--- config.mk ---
export PLATFORM = sky130hd
export DESIGN_NAME = ice_cream_dispenser
export DESIGN_NICKNAME = d
export VERILOG_FILES = /design/src/rtl/ice_cream_dispenser.sv
export SDC_FILE = /design/constraint.sdc
export NUM_CORES = 1
export LEC_CHECK = 0
export BUFFER_PORTS_ARGS = -buffer_cell sky130_fd_sc_hd__clkbuf_2
export CAP_MARGIN = 20
export CORE_UTILIZATION = 59
export DETAILED_ROUTE_END_ITERATION = 16
export MAX_ROUTING_LAYER = met4
export PLACE_DENSITY = 0.85
export SYNTH_ARGS = -nofsm -noshare
export SYNTH_HDL_FRONTEND = slang
export SYNTH_SLANG_ARGS = --single-unit
--- constraint.sdc ---
create_clock -name clk -period 6.7 [get_ports clk]
set_input_delay 0.67 -clock clk [delete_from_list [all_inputs] [get_ports clk]]
set_output_delay 0.67 -clock clk [all_outputs]
set_load 0.02 [all_outputs]
--- src/rtl/ice_cream_dispenser.sv ---
// Scoop dispenser: turns order-level changes from the vending FSM into a queue of
// owed balls and paces the motor through scoop/gap timing while a cup is present.
module ice_cream_dispenser #(
  parameter int unsigned SCOOP_CYCLES = 4,
  parameter int unsigned GAP_CYCLES   = 2
) (
  input  logic       clk,
  input  logic       reset,
  input  logic [1:0] ice_cream_balls,
  input  logic       cup_present,
  output logic       motor_on,
  output logic       busy,
  output logic [2:0] pending,
  output logic [7:0] balls_served,
  output logic       scoop_done,
  output logic       overflow
);

  localparam int unsigned TIMER_W = 4;
  localparam int unsigned SUM_W   = 4;
  localparam int unsigned PEND_W  = 3;
  localparam logic [PEND_W-1:0] PEND_MAX = 3'd7;

  typedef enum logic [1:0] {
    IDLE  = 2'd0,
    SCOOP = 2'd1,
    GAP   = 2'd2
  } state_t;

  state_t               state, state_next;
  logic [TIMER_W-1:0]   timer, timer_next;
  logic [1:0]           prev_balls, prev_next;
  logic [PEND_W-1:0]    pending_next;
  logic [7:0]           served_next;
  logic                 overflow_next;
  logic                 motor_next;
  logic                 busy_next;
  logic                 done;
  logic [1:0]           order_n;
  logic [SUM_W-1:0]     sum;

  // State and datapath registers
  always_ff @(posedge clk) begin
    if (reset) begin
      state        <= IDLE;
      timer        <= '0;
      prev_balls   <= '0;
      pending      <= '0;
      balls_served <= '0;
      overflow     <= 1'b0;
      motor_on     <= 1'b0;
      scoop_done   <= 1'b0;
      busy         <= 1'b0;
    end else begin
      state        <= state_next;
      timer        <= timer_next;
      prev_balls   <= prev_next;
      pending      <= pending_next;
      balls_served <= served_next;
      overflow     <= overflow_next;
      motor_on     <= motor_next;
      scoop_done   <= done;
      busy         <= busy_next;
    end
  end

  // Next-state, order detection and pending accounting
  always_comb begin
    state_next    = state;
    timer_next    = timer;
    done          = 1'b0;
    order_n       = 2'd0;
    prev_next     = prev_balls;
    sum           = '0;
    pending_next  = pending;
    overflow_next = overflow;
    served_next   = balls_served;
    motor_next    = 1'b0;
    busy_next     = 1'b0;

    unique case (state)
      IDLE: begin
        if (pending != '0 && cup_present) begin
          state_next = SCOOP;
          timer_next = TIMER_W'(SCOOP_CYCLES);
        end
      end
      SCOOP: begin
        // A falling cup_present does not abort the ball already in progress
        if (timer <= TIMER_W'(1)) begin
          state_next = GAP;
          timer_next = TIMER_W'(GAP_CYCLES);
          done       = 1'b1;
        end else begin
          timer_next = timer - TIMER_W'(1);
        end
      end
      GAP: begin
        if (timer <= TIMER_W'(1)) begin
          if (pending != '0 && cup_present) begin
            state_next = SCOOP;
            timer_next = TIMER_W'(SCOOP_CYCLES);
          end else begin
            state_next = IDLE;
            timer_next = '0;
          end
        end else begin
          timer_next = timer - TIMER_W'(1);
        end
      end
      default: begin
        state_next = IDLE;
        timer_next = '0;
      end
    endcase

    // Only a changed level of 1 or 2 is a new order; 3 is treated as noise
    if ((ice_cream_balls == 2'd1 || ice_cream_balls == 2'd2) &&
        ice_cream_balls != prev_balls) begin
      order_n = ice_cream_balls;
    end
    if (ice_cream_balls != 2'd3) begin
      prev_next = ice_cream_balls;
    end

    sum = SUM_W'(pending) + SUM_W'(order_n);
    if (done && sum != '0) begin
      sum = sum - SUM_W'(1);
    end
    if (sum > SUM_W'(PEND_MAX)) begin
      pending_next  = PEND_MAX;
      overflow_next = 1'b1;
    end else begin
      pending_next = PEND_W'(sum);
    end

    if (done) begin
      served_next = balls_served + 8'd1;
    end

    motor_next = (state_next == SCOOP);
    busy_next  = (state_next != IDLE) || (pending_next != '0);
  end

endmodule

## Word-level counts from Yosys, hierarchy flattened

Index checks and enable logic that the tools add are counted.

| word-level totals | value |
|---|---|
| bits in latches | 0 |
| bits in read-only memories | 0 |
| bits of input ports | 5 |
| logic and storage cells | 48 |
| output and inout bits | 15 |
| memories | 0 |
| RAM bits | 0 |
| register bits | 23 |

| operators by class | value |
|---|---|
| divide/modulo/power cells | 0 |
| reductions and logical operators | 10 |
| $add $sub $neg | 4 |
| magnitude comparators | 2 |
| equality and inequality tests | 8 |
| muxes and demuxes | 15 |
| shift operators | 0 |
| bitwise gates (word level) | 0 |
| multiply operators | 0 |

Operator list:

| kind | count |
|---|---|
| 2-to-1 mux 4 bit | 4 |
| one-hot mux 4 bit (3 select lines) | 1 |
| adder 8 x 1 -> 8 bit, second input constant | 1 |
| 2-to-1 mux 2 bit | 4 |
| subtractor 4 x 1 -> 4 bit, second input constant | 2 |
| == test 2 x 1 -> 1 bit, second input constant | 3 |
| 2-to-1 mux 3 bit | 2 |
| one-hot mux 2 bit (3 select lines) | 1 |
| nonzero test 3 bit | 2 |
| adder 3 x 2 -> 4 bit | 1 |
| == test 2 bit, second input constant | 2 |
| greater-than comparator 4 x 3 -> 1 bit, second input constant | 1 |
| less-or-equal comparator 4 x 1 -> 1 bit, second input constant | 1 |
| != test 2 bit, second input constant | 2 |
| nonzero test 4 bit | 1 |
| logical AND 1 bit | 3 |
| 2-to-1 mux 1 bit | 3 |
| logical NOT 2 bit | 1 |
| logical OR 1 bit | 2 |
| != test 2 bit | 1 |
| nonzero test 2 bit | 1 |

## Depth between registers and ports, before layout

Gate-level depths: netlist of run 1.

| logic depth | value |
|---|---|
| depth in word-level cells | 12 |
| gate-level depth with buffers | 11 |
| gate-level depth less buffers | 11 |

## Worst setup path after synthesis of run 1

Ideal clock, no wire load.

| path | value |
|---|---|
| kind | input to register |
| start | input ice_cream_balls[0] |
| end | register busy |
| setup time | 0.132 ns |
| required time | 6.568 ns |
| stages on the path | 11 |
| buffers on the path | 0 |
| setup slack | 3.883 ns |
| arrival | 2.685 ns |
| path through | ha_1 nand2_1 a21oi_1 ha_1 inv_1 fa_1 a211o_1 o21a_1 o21a_1 mux2i_1 a21oi_1 |

| between the ends | value |
|---|---|
| word-level cells in the longest chain between the ends | 12 |
| elaborated cells between the ends (all ways) | 15 |
| classes of those cells | 2 x add/sub; 1 x order compare; 3 x eq/ne; 3 x mux; 6 x reduce/logical |

Ends and longest elaborated chain:

| element | RTL line | RTL |
|---|---|---|
| from (decl) | 9 | `input logic [1:0] ice_cream_balls,` |
| == test 2 x 1 -> 1 bit or == test 2 bit (tied branches) | 118 | `if ((ice_cream_balls == 2'd1 \|\| ice_cream_balls == 2'd2) &&` |
| logical OR 1 bit | 118 |  |
| logical AND 1 bit | 118 |  |
| 2-to-1 mux 2 bit (*) | 118 |  |
| adder 3 x 2 -> 4 bit (*) | 126 | `sum = SUM_W'(pending) + SUM_W'(order_n);` |
| branches (longest 2 deep; another with subtractor 4 x 1 -> 4 bit) | - |  |
| 2-to-1 mux 4 bit (*) | 127 | `if (done && sum != '0) begin` |
| greater-than comparator 4 x 3 -> 1 bit | 130 | `if (sum > SUM_W'(PEND_MAX)) begin` |
| 2-to-1 mux 3 bit (*) | 130 |  |
| nonzero test 3 bit (*) | 142 | `busy_next = (state_next != IDLE) \|\| (pending_next != '0);` |
| logical OR 1 bit (*) | 142 |  |
| to (signal assigned) | 63 | `busy <= busy_next;` |
| to (decl) | 12 | `output logic busy,` |

Every way passes the cells marked *.
A chain may end at the register's enable or synchronous reset.

## Final worst setup path of run 1

Same ends and word-level chain as after synthesis.

==> flow_results.org, run 1 <==
** Global route
- Wire length of the first global-routing pass :: 4510 um
- Largest net degree at the start of global routing :: 24
- Number of antenna violations at the first check in global routing :: 0
- The total overflow left after global routing is 0.
- Across every metal layer, demand over resource in global routing totals 24.9%.
- Vias in the first global route :: 1051

** Layout
- Cells with a size suffix above 1 make up between 10% and 20% of the layout.
- After filler insertion, the fill cell instance count of the layout stands at 161.
- Net count, final :: roughly 180
- Syn-to-layout area delta :: 10.1%
- The repair_antennas step left the layout with diodes totalling 0.

** Yosys
- After Yosys synthesis, full adders, half adders and majority gates account for 8.46% of the synthesized area.
- Syn nets :: 164
- In this run the mean area of a mapped cell was around 8.4 um^2.
- In the synthesized netlist, the number of instances is 151.
- Biggest area contributors in the synthesized netlist :: sky130_fd_sc_hd__dfxtp_1 (36%), sky130_fd_sc_hd__ha_1 (6.9%), sky130_fd_sc_hd__nor2_1 (6.2%)
- Yosys mapped the design onto 38 distinct sky130hd cell types.
- Yosys mapped a number of flops with a built-in enable equal to 0.
- Complex-gate fraction of the synthesized area :: 17.5%
- Post-synthesis sequential area ratio :: 36.2%
- Post-synthesis mux area share :: 4.03%
- Leading cell types by count after synthesis :: sky130_fd_sc_hd__dfxtp_1 (23), sky130_fd_sc_hd__nor2_1 (21), sky130_fd_sc_hd__a21oi_1 (13)
- Fraction of post-synthesis cell area in the top cell type by area :: between 30% and 40%
- Flip-flop cell with the highest count after synthesis :: sky130_fd_sc_hd__dfxtp_1
- Cell type contributing the most total cell area after synthesis :: sky130_fd_sc_hd__dfxtp_1
- The most common cell in the synthesized netlist is sky130_fd_sc_hd__dfxtp_1.
- Summing the areas of all xor and xnor instances in the mapped netlist gives 8.26% of the synthesized area.
- Synthesized flop and latch total :: 23
- Area fraction in and, or, nand and nor cells after synthesis :: 20.5%
- During synthesis, Yosys emitted a total of 0 warnings.
- Post-Synthesis Cell Area :: 1270 um^2
- Ys async rst share :: 0%
- After synthesis, the largest family of logic cells by area is simple AND/OR/NAND/NOR gates.

** Power and ir drop
- Maximum ir drop on the vdd rail :: ~0.00027 V
- In this run the static leakage power is 0.593 nW.
- In this run the power density over the cells is ~360 nW/um^2.

** Run
- Across the run, the number of max-cap violations was 0.

** Floorplanning
- Core area :: around 2000 um^2
- Die H :: 48.4 um
- Width of the die :: 48.4 um
- Floorplan die area :: roughly 2300 um^2
- The initial utilization of the core area, before any placement, comes to between 60% and 70%.
- 20 I/O pins were placed.
- In this run the core area contains 16 standard-cell rows.

** Critical path
- Crit path launch type :: primary input
- Data on the critical path is required at its endpoint by 6.89 ns.
- The endpoint identified for the worst register-to-register timing path is busy.
- Counting cells, the worst reg-to-reg path comes to 10.
- Data arrival at the endpoint of the critical path :: 3.04 ns
- The setup path with the least slack is of type in -> reg.
- Nature of the critical path endpoint :: register
- Setup slack on the worst reg-to-reg path comes out at between 4 and 5 ns.
- In this run the critical register-to-register path is launched from prev_balls[1].
- Maximum fanout along the worst path :: 5

** Min path
- Sink of the worst hold path :: balls_served[1]
- Cell depth of the worst min-delay path :: 2
- Hold path start :: balls_served[1]
- In this run the worst hold path is classified as reg -> reg.

** Timing
- Setup Viol. Count Final :: 0
- Final worst clock skew :: 0.00520 ns
- The final critical path takes up 42.5% of the cycle.
- After layout, the worst setup slack is 3.86 ns.
- The worst pin sits at a relative slew slack of 58.9%.
- Setup repair after global routing missed its margin :: false
- Post-route setup TNS :: 0 ns
- Timing would allow up to 0.352 GHz.
- Final critical delay including setup and external delays :: 2.84 ns
- The final number of hold-violating endpoints was 0.
- Worst Max-Slew Pin Slew :: approximately 0.61 ns
- The final count of pins violating max slew is 0.

** Clock tree
- Buffer depth of the longest clock path :: 2
- The clock net in this run drives a total of 23 sinks.
- CTS placed an instance of sky130_fd_sc_hd__clkbuf_4 at the clock tree root.
- Clock tree from TritonCTS :: built
- In this run, post-CTS hold repair placed 0 buffers.
- Quantity of gates resized following cts :: 0
- Clock tree synthesis inserted a total of 3 buffers.
- Clock-pin slew was measured on the worst setup and hold paths at 0.12 ns.
- The clock reaches the later pin of the worst-skew pair after 0.31 ns.
- H-tree depth :: 1
- Post-CTS timing repair inserted 0 buffers for setup.

** Place
- Summed over all nets, the half-perimeter wirelength after detailed placement is 1900 um.
- Pre-CTS WS :: 3.55 ns
- The congestion estimate from routability-driven global placement came to about 0.86.
- In this run the tool buffered the top-level ports with 19 buffer cells.

** Detailed routing
- Dividing the detail-routed wire length by the instance count gives 13.0 um.
- DRC violation count after routing :: 0
- Across all layers, the routed design uses between 1000 and 1500 vias.
- The pre-antenna-repair detailed-routing pass consisted of 4 iterations.
- The routed design has ~2600 um of wire.
- Dividing the detail-routed via count by the number of cells gives 5.73.
- Initial drt markers :: 42
- Post-route antenna net violation count :: 0

** Outcome
- The run finished with clean final reports.
worst max path at each step:
stage                                   from  endpoint  cells past startpoint
final                     ice_cream_balls[0]      busy                     12
after CTS                 ice_cream_balls[0]      busy                     12
after global routing      ice_cream_balls[0]      busy                     12
after floorplan           ice_cream_balls[0]      busy                     11
after detailed placement  ice_cream_balls[0]      busy                     12
after global placement    ice_cream_balls[0]      busy                     12
layer usage:
metal	up-vias	wire length, um	global-route usage [%]
met4	0	44	8.82
li1	566	-	-
met5	-	0	-
met1	514	1170	30.4
met3	6	109	3.77
met2	37	1230	42.0
final cells by class:
class / instances / area [um^2] / share of cell area (%)
tap: 27 / 33.8 / 2.41
timing repair buffer: 19 / 95.1 / 6.79
clock buffer: 3 / 22.5 / 1.61
multi-input combinational: 113 / 747 / 53.3
sequential: 23 / 460 / 32.9
clock inverter: 1 / 5.00 / 0.357
inverter: 10 / 37.5 / 2.68
through the flow:
step | instance area (um^2) | std cells | power, mW | utilization, % | hold slack (ns)
6_report | 1400 | 196 | 0.498 | 70.0 | 0.523
5_1_grt | 1400 | 196 | 0.539 | 70.0 | 0.561
4_1_cts | 1400 | 196 | 0.498 | 70.0 | 0.527
3_5_place_dp | 1370 | 192 | 0.434 | 68.6 | 0.509
3_3_place_gp | 1370 | 192 | 0.420 | 68.6 | 0.494
2_1_floorplan | 1270 | 151 | 0.379 | - | 0.503
placed cells by master, fill, tap and decap left out, types with 2 or more instances in the layout:
cell type,instances
sky130_fd_sc_hd__dfxtp_1,23
sky130_fd_sc_hd__nor2_1,21
sky130_fd_sc_hd__clkbuf_2,19
sky130_fd_sc_hd__a21oi_1,13
sky130_fd_sc_hd__nand2_1,11
sky130_fd_sc_hd__inv_1,10
sky130_fd_sc_hd__ha_1,7
sky130_fd_sc_hd__xnor2_1,6
sky130_fd_sc_hd__xor2_1,6
sky130_fd_sc_hd__nand4_1,5
sky130_fd_sc_hd__nor3_1,4
sky130_fd_sc_hd__mux2i_1,4
sky130_fd_sc_hd__nor4_1,3
sky130_fd_sc_hd__o21ai_0,3
sky130_fd_sc_hd__a31oi_1,3
sky130_fd_sc_hd__a211oi_1,3
sky130_fd_sc_hd__clkbuf_4,3
sky130_fd_sc_hd__nand2b_1,2
sky130_fd_sc_hd__and3_1,2
sky130_fd_sc_hd__a21o_1,2
sky130_fd_sc_hd__o21a_1,2
report_power, final:
| part | internal, mW | leakage, nW | total (mW) | switching (mW) |
|---|---|---|---|---|
| logic | 0.0962 | 0.388 | 0.240 | 0.144 |
| registers | 0.162 | 0.187 | 0.194 | 0.0324 |
| clock network | 0.0223 | 0.0177 | 0.0628 | 0.0405 |
cells by family (layout without fill, tap and decap cells):
family	count (synthesis)	in the layout
xor+xnor	12	12
mux	5	5
fa+ha+maj	8	8
buf+inv	15	33
compound gates	34	34
flops	23	23
simple gates	54	54
critical path, stage by stage:
cell,delay [ns]
sky130_fd_sc_hd__clkbuf_2,0.12
sky130_fd_sc_hd__ha_1,0.30
sky130_fd_sc_hd__nand2_1,0.05
sky130_fd_sc_hd__a21oi_1,0.12
sky130_fd_sc_hd__ha_1,0.21
sky130_fd_sc_hd__inv_1,0.07
sky130_fd_sc_hd__fa_1,0.43
sky130_fd_sc_hd__a211o_1,0.32
sky130_fd_sc_hd__o21a_1,0.21
sky130_fd_sc_hd__o21a_1,0.23
sky130_fd_sc_hd__mux2i_1,0.22
sky130_fd_sc_hd__a21oi_1,0.09
state kept, by name, summed over array words and instances, names as in the netlist:
name,count
pending,3
overflow,1
motor_on,1
busy,1
scoop_done,1
prev_balls,2
timer,4
state,2
balls_served,8
No activity file was read; power rests on OpenSTA's default activity.
==> run 2: changes to the inputs <==
CORE_UTILIZATION = 55   (was 59)
PLACE_DENSITY = 0.8   (was 0.85)
clock period = 2.9 ns   (was 6.7 ns; I/O delays follow)
==> flow_results.org, run 2 (same netlist as run 1, synthesis figures left out) <==
** Layout
- The final layout contains around 180 nets.
- The repair_antennas step left the layout with diodes totalling 0.
- Fin util :: 64.0%
- Number of filler instances in the final layout :: 202
- The largest registers in the layout are balls_served (8), timer (4), pending (3).
- The library cell used most frequently in the layout, excluding fill and tap cells, is sky130_fd_sc_hd__dfxtp_1.
- Top library cells by usage in the layout, fill and taps aside :: sky130_fd_sc_hd__dfxtp_1 (23), sky130_fd_sc_hd__nor2_1 (21), sky130_fd_sc_hd__clkbuf_2 (19), sky130_fd_sc_hd__a21oi_1 (13), sky130_fd_sc_hd__nand2_1 (11)
- Number of flip-flops under the largest register name :: 8
- Non-filler instance count after layout :: 197
- More flip-flops sit in one register than any other, and that register is balls_served.
- Cells with a size suffix above 1 make up 16.0% of the layout.
- Footprint of the multi-input gates :: 747 um^2
- Syn-to-layout area delta :: 10.2%
- The sequential cells in the finished layout cover a total of 460 um^2.

** Clock tree
- In this run the number of H-tree levels came out at 1.
- Clock tree from TritonCTS :: built
- After clock tree synthesis, the clock-pin slew on the worst setup and hold paths is about 0.13 ns.
- After clock tree synthesis, the setup repair step added 0 buffers.
- Buffer depth of the longest clock path :: 2
- The number of clock buffers added by TritonCTS is 3.
- Quantity of hold-fixing buffers added after cts :: 0
- In this run, post-CTS repair resized a total of 0 instances.
- The tree is rooted in a sky130_fd_sc_hd__clkbuf_4.
- Sinks on Clock Net :: 23
- Source-to-sink clock delay at the later pin of the worst-skew pair :: around 0.3 ns

** Timing
- For the pin with the worst max-slew slack, the measured transition is between 0.6 and 0.7 ns.
- Setup Viol. Count Final :: 0
- Fraction of the cycle the final worst path needs :: approximately 86%
- Hold Vio Cnt, Final :: 0
- The clock arrives with 0.00956 ns of skew.
- Peak Freq :: 0.402 GHz
- Headroom to the max-slew limit came out at 57.8%.
- Post-route setup TNS :: 0 ns
- Setup repair after global routing missed its margin :: false
- Final critical delay including setup and external delays :: 2.49 ns
- Max-slew violation count :: 0

** Critical path
- Worst-case register-to-register setup slack :: 0.41 ns
- Nature of the critical path endpoint :: register
- Data arrival at the endpoint of the critical path :: 2.67 ns
- Setup Crit Path Kind :: reg -> reg
- Crit path launch type :: register
- Maximum fanout along the worst path :: 5
- The startpoint identified for the worst register-to-register timing path is prev_balls[1].
- Capturing point of the worst reg2reg path :: busy
- Critical path required time :: 3.08 ns
- Worst Reg-to-Reg Cells :: 10

** Global route
- Entering global routing, the biggest net connects 24 pins.
- Number of antenna violations at the first check in global routing :: 0
- Vias in the first global route :: roughly 1000
- Global routing consumed, over all layers together, 23.5% of the routing resources.
- Summed over all layers, the global routing overflow is 0.
- Wire length of the first global-routing pass :: 4360 um

** Min path
- Cell depth of the worst min-delay path :: 3
- Hold path start :: ice_cream_balls[0]
- Sink of the worst hold path :: prev_balls[0]
- The path class of the tightest hold or removal check is in -> reg.

** Floorplanning
- Width of the die :: 50.1 um
- The initial utilization of the core area, before any placement, comes to 58.1%.
- Pin placement for this block handled 20 I/O pins.
- Die H :: 50.1 um
- Floorplan die area :: ~2500 um^2
- Core area :: about 2200 um^2
- Standard-cell rows :: 17

** Detailed routing
- Wires add up to 2610 um.
- Routed vias :: 1121
- In the routed design, unresolved DRC markers number 0.
- Initial drt markers :: 17
- The first detailed-routing pass took 4 iterations.
- Post-route antenna net violation count :: 0
- After detailed routing, the average wire length per cell comes to around 13 um.
- Mean number of vias per cell :: between 5 and 6

** Place
- Final GP Congestion :: 0.925
- Input and output buffers added on the ports amount to 19.
- After detailed placement, the design holds a cell count of around 190.
- The HPWL after detailed placement is 2000 um.

** Outcome
- The run finished with clean final reports.

** Power and ir drop
- P_leak :: 0.593 nW
- Across the VDD grid, the largest voltage drop is between 0.0004 and 0.0005 V.
- Power density of the placed cells :: 813 nW/um^2

** Run
- Max-cap violations in this run came to 0.
run 2: cell counts in the layout (fill, tap and decap cells not counted):
Identical to the previous run, type by type.
run 2: power by group:
part           total (mW)  leakage, nW  switching (mW)  internal (mW)
Sequential          0.449        0.187          0.0742          0.374
Combinational       0.547        0.388           0.325          0.222
Clock               0.144       0.0177          0.0927         0.0514
run 2: critical path, stage by stage, from the launching register on:
cell                      delay [ns]
sky130_fd_sc_hd__dfxtp_1        0.35
sky130_fd_sc_hd__xnor2_1        0.13
sky130_fd_sc_hd__a21oi_1        0.15
sky130_fd_sc_hd__ha_1           0.21
sky130_fd_sc_hd__inv_1          0.07
sky130_fd_sc_hd__fa_1           0.44
sky130_fd_sc_hd__a211o_1        0.33
sky130_fd_sc_hd__o21a_1         0.21
sky130_fd_sc_hd__o21a_1         0.21
sky130_fd_sc_hd__mux2i_1        0.18
sky130_fd_sc_hd__a21oi_1        0.08
run 2: final cells by class:
| cell class | instances | share of cell area (%) |
|---|---|---|
| clock buffers | 3 | 1.61 |
| flip-flops and latches | 23 | 32.8 |
| repair buffers | 19 | 6.78 |
| multi-input cells | 113 | 53.3 |
| inverters | 10 | 2.68 |
| clock inverters | 1 | 0.357 |
| well taps | 28 | 2.50 |
run 2: per-stage QoR:
step                total power, mW  hold WS (ns)  cell area, um^2  worst slack [ns]
floorplan                     0.877         0.362             1270             0.463
global placement              0.976         0.491             1380             0.245
detailed placement            0.999         0.503             1380             0.135
CTS                            1.14         0.286             1400             0.401
global route                   1.23         0.290             1400             0.267
finish                         1.14         0.289             1400             0.415
run 2: worst max path at each step:
stage | slack, ns | cells past startpoint | end | from
floorplan | 0.46 | 11 | busy | ice_cream_balls[0]
global placement | 0.24 | 12 | busy | ice_cream_balls[0]
detailed placement | 0.13 | 12 | busy | ice_cream_balls[0]
CTS | 0.40 | 10 | busy | prev_balls[1]
global route | 0.27 | 10 | busy | prev_balls[1]
finish | 0.41 | 10 | busy | prev_balls[1]
run 2: per-layer routing:
metal	GRT usage [%]	part of all wire, %	vias up
met5	-	0	-
met4	8.10	0.65	0
met3	2.78	1.9	2
met2	39.3	51	14
met1	28.8	46	538
li1	-	-	567
==> run 3: changes to the inputs <==
CORE_ASPECT_RATIO = 1.1   (was default)
==> flow_results.org, run 3 (same netlist as run 1, synthesis figures left out) <==
** Outcome
- The run finished with clean final reports.

** Power and ir drop
- Maximum ir drop on the vdd rail :: 0.000462 V
- In this run the static leakage power is 0.593 nW.
- For this design the ratio of total power to cell area is ~800 nW/um^2.
- Overall power of the completed layout :: roughly 1.1 mW

** Detailed routing
- DRT Pass-1 Iters :: 4
- In the final routed layout, each cell accounts on average for 12.4 um.
- Post-route antenna net violation count :: 0
- Dividing the detail-routed via count by the number of cells gives 5.74.
- Summing over every cut layer, the via total after detailed routing is around 1100.
- For this block, the routed nets add up to 2440 um of wire.
- DRC violation count after routing :: 0
- Initial drt markers :: 36

** Clock tree
- CTS saw 23 sinks.
- H-tree depth :: 1
- The clock reaches the later pin of the worst-skew pair after 0.31 ns.
- The number of setup buffers added after CTS is 0.
- Gates resized during post-CTS repair numbered 0.
- No sink is reached through more buffers than the 2 on the longest clock path.
- Clock tree from TritonCTS :: built
- Clock buffers created by TritonCTS :: 3
- Clock-pin slew was measured on the worst setup and hold paths at 0.13 ns.
- Hold repair after CTS inserted 0 buffers.
- The cell sitting at the root of the clock tree is a sky130_fd_sc_hd__clkbuf_4.

** Min path
- Cell depth of the worst min-delay path :: 3
- For hold timing, the worst endpoint is prev_balls[0].
- The path class of the tightest hold or removal check is in -> reg.
- Hold path start :: ice_cream_balls[0]

** Timing
- Remaining max-slew budget at the tightest pin :: 61.6%
- Hold Vio Cnt, Final :: 0
- Final worst clock skew :: 0.00986 ns
- Derived from the worst setup path, the maximum achievable clock frequency is 0.404 GHz.
- Max-slew violation count :: 0
- For the final routed database, the setup TNS stands at 0 ns.
- Setup repair after global routing missed its margin :: false
- Worst Max-Slew Pin Slew :: 0.573 ns
- The worst path in the final design needs a cycle of 2.48 ns, including I/O delays and setup.
- Setup violations remaining at the end of the flow were counted as 0.
- Of the available clock period, the critical path in the final layout requires between 80% and 90%.

** Critical path
- The startpoint identified for the worst register-to-register timing path is prev_balls[1].
- STA classifies the critical path endpoint as a register.
- Setup Crit Path Kind :: reg -> reg
- The number of cells on the worst reg-to-reg path is 10.
- In this run the worst path has a maximum fanout of 5.
- Worst-case register-to-register setup slack :: 0.42 ns
- Crit path launch type :: register
- Critical path required time :: a little over 3 ns
- The most critical setup path has its startpoint at prev_balls[1].
- Capturing point of the worst reg2reg path :: busy
- Data arrival at the endpoint of the critical path :: 2.66 ns

** Layout
- Net count, final :: 183
- From synthesis to final layout, the design area changed by 10.2%.
- Most common library cell in the layout ignoring fill and taps :: sky130_fd_sc_hd__dfxtp_1
- Number of filler instances in the final layout :: 193
- Once layout is complete, the utilization of the core stands at 67.3%.
- The register with the most flip-flops in the final layout is balls_served.
- Ant. Diodes :: 0
- Once layout is complete, the cells apart from fillers number 197.
- The register with the most flip-flops in the layout has 8 of them.
- Largest regs :: balls_served (8), timer (4), pending (3)
- Top library cells by usage in the layout, fill and taps aside :: sky130_fd_sc_hd__dfxtp_1 (23), sky130_fd_sc_hd__nor2_1 (21), sky130_fd_sc_hd__clkbuf_2 (19), sky130_fd_sc_hd__a21oi_1 (13), sky130_fd_sc_hd__nand2_1 (11)
- Share of final-layout standard cells stronger than drive strength 1 :: 16.0%

** Floorplanning
- From bottom edge to top edge, the die measures 52.4 um.
- Initial core utilization :: 61.0%
- Standard-cell rows :: 17
- Core area :: 2080 um^2
- Width of the die :: 47.9 um
- Number of top-level pins :: 20
- The die covers 2510 um^2.

** Place
- DP HPWL :: 1860 um
- The congestion estimate from routability-driven global placement came to between 0.9 and 1.
- Placed cell count :: 193
- Count of input and output buffers :: 19

** Global route
- The number of global-route vias before repair came to 989.
- Total routing usage reported by global routing :: 23.1%
- Entering global routing, the biggest net connects 24 pins.
- The first global-routing pass estimated 4050 um of wire.
- The initial antenna violation count came to 0.
- Global routing finished with a remaining overflow of 0.

** Run
- The tool flagged a number of max-cap violations equal to 0.
-- run 3: cell counts in the layout (fill, tap and decap cells not counted) --
No cell type changed its count.
-- run 3: final cells by class --
cell class              instances  area, um^2  share of cell area, %
well taps                      28        35.0                   2.50
clock inverters                 1        5.00                  0.357
clock buffers                   3        22.5                   1.61
flip-flops and latches         23         460                   32.8
inverters                      10        37.5                   2.68
multi-input cells             113         747                   53.3
repair buffers                 19        95.1                   6.78
-- run 3: worst max path at each step --
| stage | end | slack, ns | depth (start not counted) |
|---|---|---|---|
| 4_1_cts | busy | 0.42 | 10 |
| 3_3_place_gp | busy | 0.24 | 12 |
| 3_5_place_dp | busy | 0.15 | 12 |
| 6_report | busy | 0.42 | 10 |
| 5_1_grt | busy | 0.29 | 10 |
| 2_1_floorplan | busy | 0.46 | 11 |
-- run 3: per-layer routing --
metal	track usage (%)	vias to the layer above	share of wire, %
met2	36.0	30	48
met4	11.1	0	1.4
li1	-	566	-
met3	3.45	4	3.6
met1	28.4	530	47
met5	-	-	0
-- run 3: power breakdown --
group	internal, mW	switching [mW]
clock	0.0515	0.0952
sequential	0.374	0.0756
combinational	0.221	0.319
-- run 3: worst max-delay path, stage by stage, from the launching register on --
cell and delay [ns]:
sky130_fd_sc_hd__dfxtp_1 0.36, sky130_fd_sc_hd__xnor2_1 0.13, sky130_fd_sc_hd__a21oi_1 0.15, sky130_fd_sc_hd__ha_1 0.21
sky130_fd_sc_hd__inv_1 0.06, sky130_fd_sc_hd__fa_1 0.43, sky130_fd_sc_hd__a211o_1 0.33, sky130_fd_sc_hd__o21a_1 0.21
sky130_fd_sc_hd__o21a_1 0.20, sky130_fd_sc_hd__mux2i_1 0.18, sky130_fd_sc_hd__a21oi_1 0.08
-- run 3: metrics by stage --
stage / setup slack, ns / area, um^2 / hold slack (ns)
after detailed placement: 0.153 / 1380 / 0.511
after global placement: 0.237 / 1380 / 0.492
final: 0.425 / 1400 / 0.288
after global routing: 0.287 / 1400 / 0.299
after CTS: 0.421 / 1400 / 0.283
after floorplan: 0.463 / 1270 / 0.362
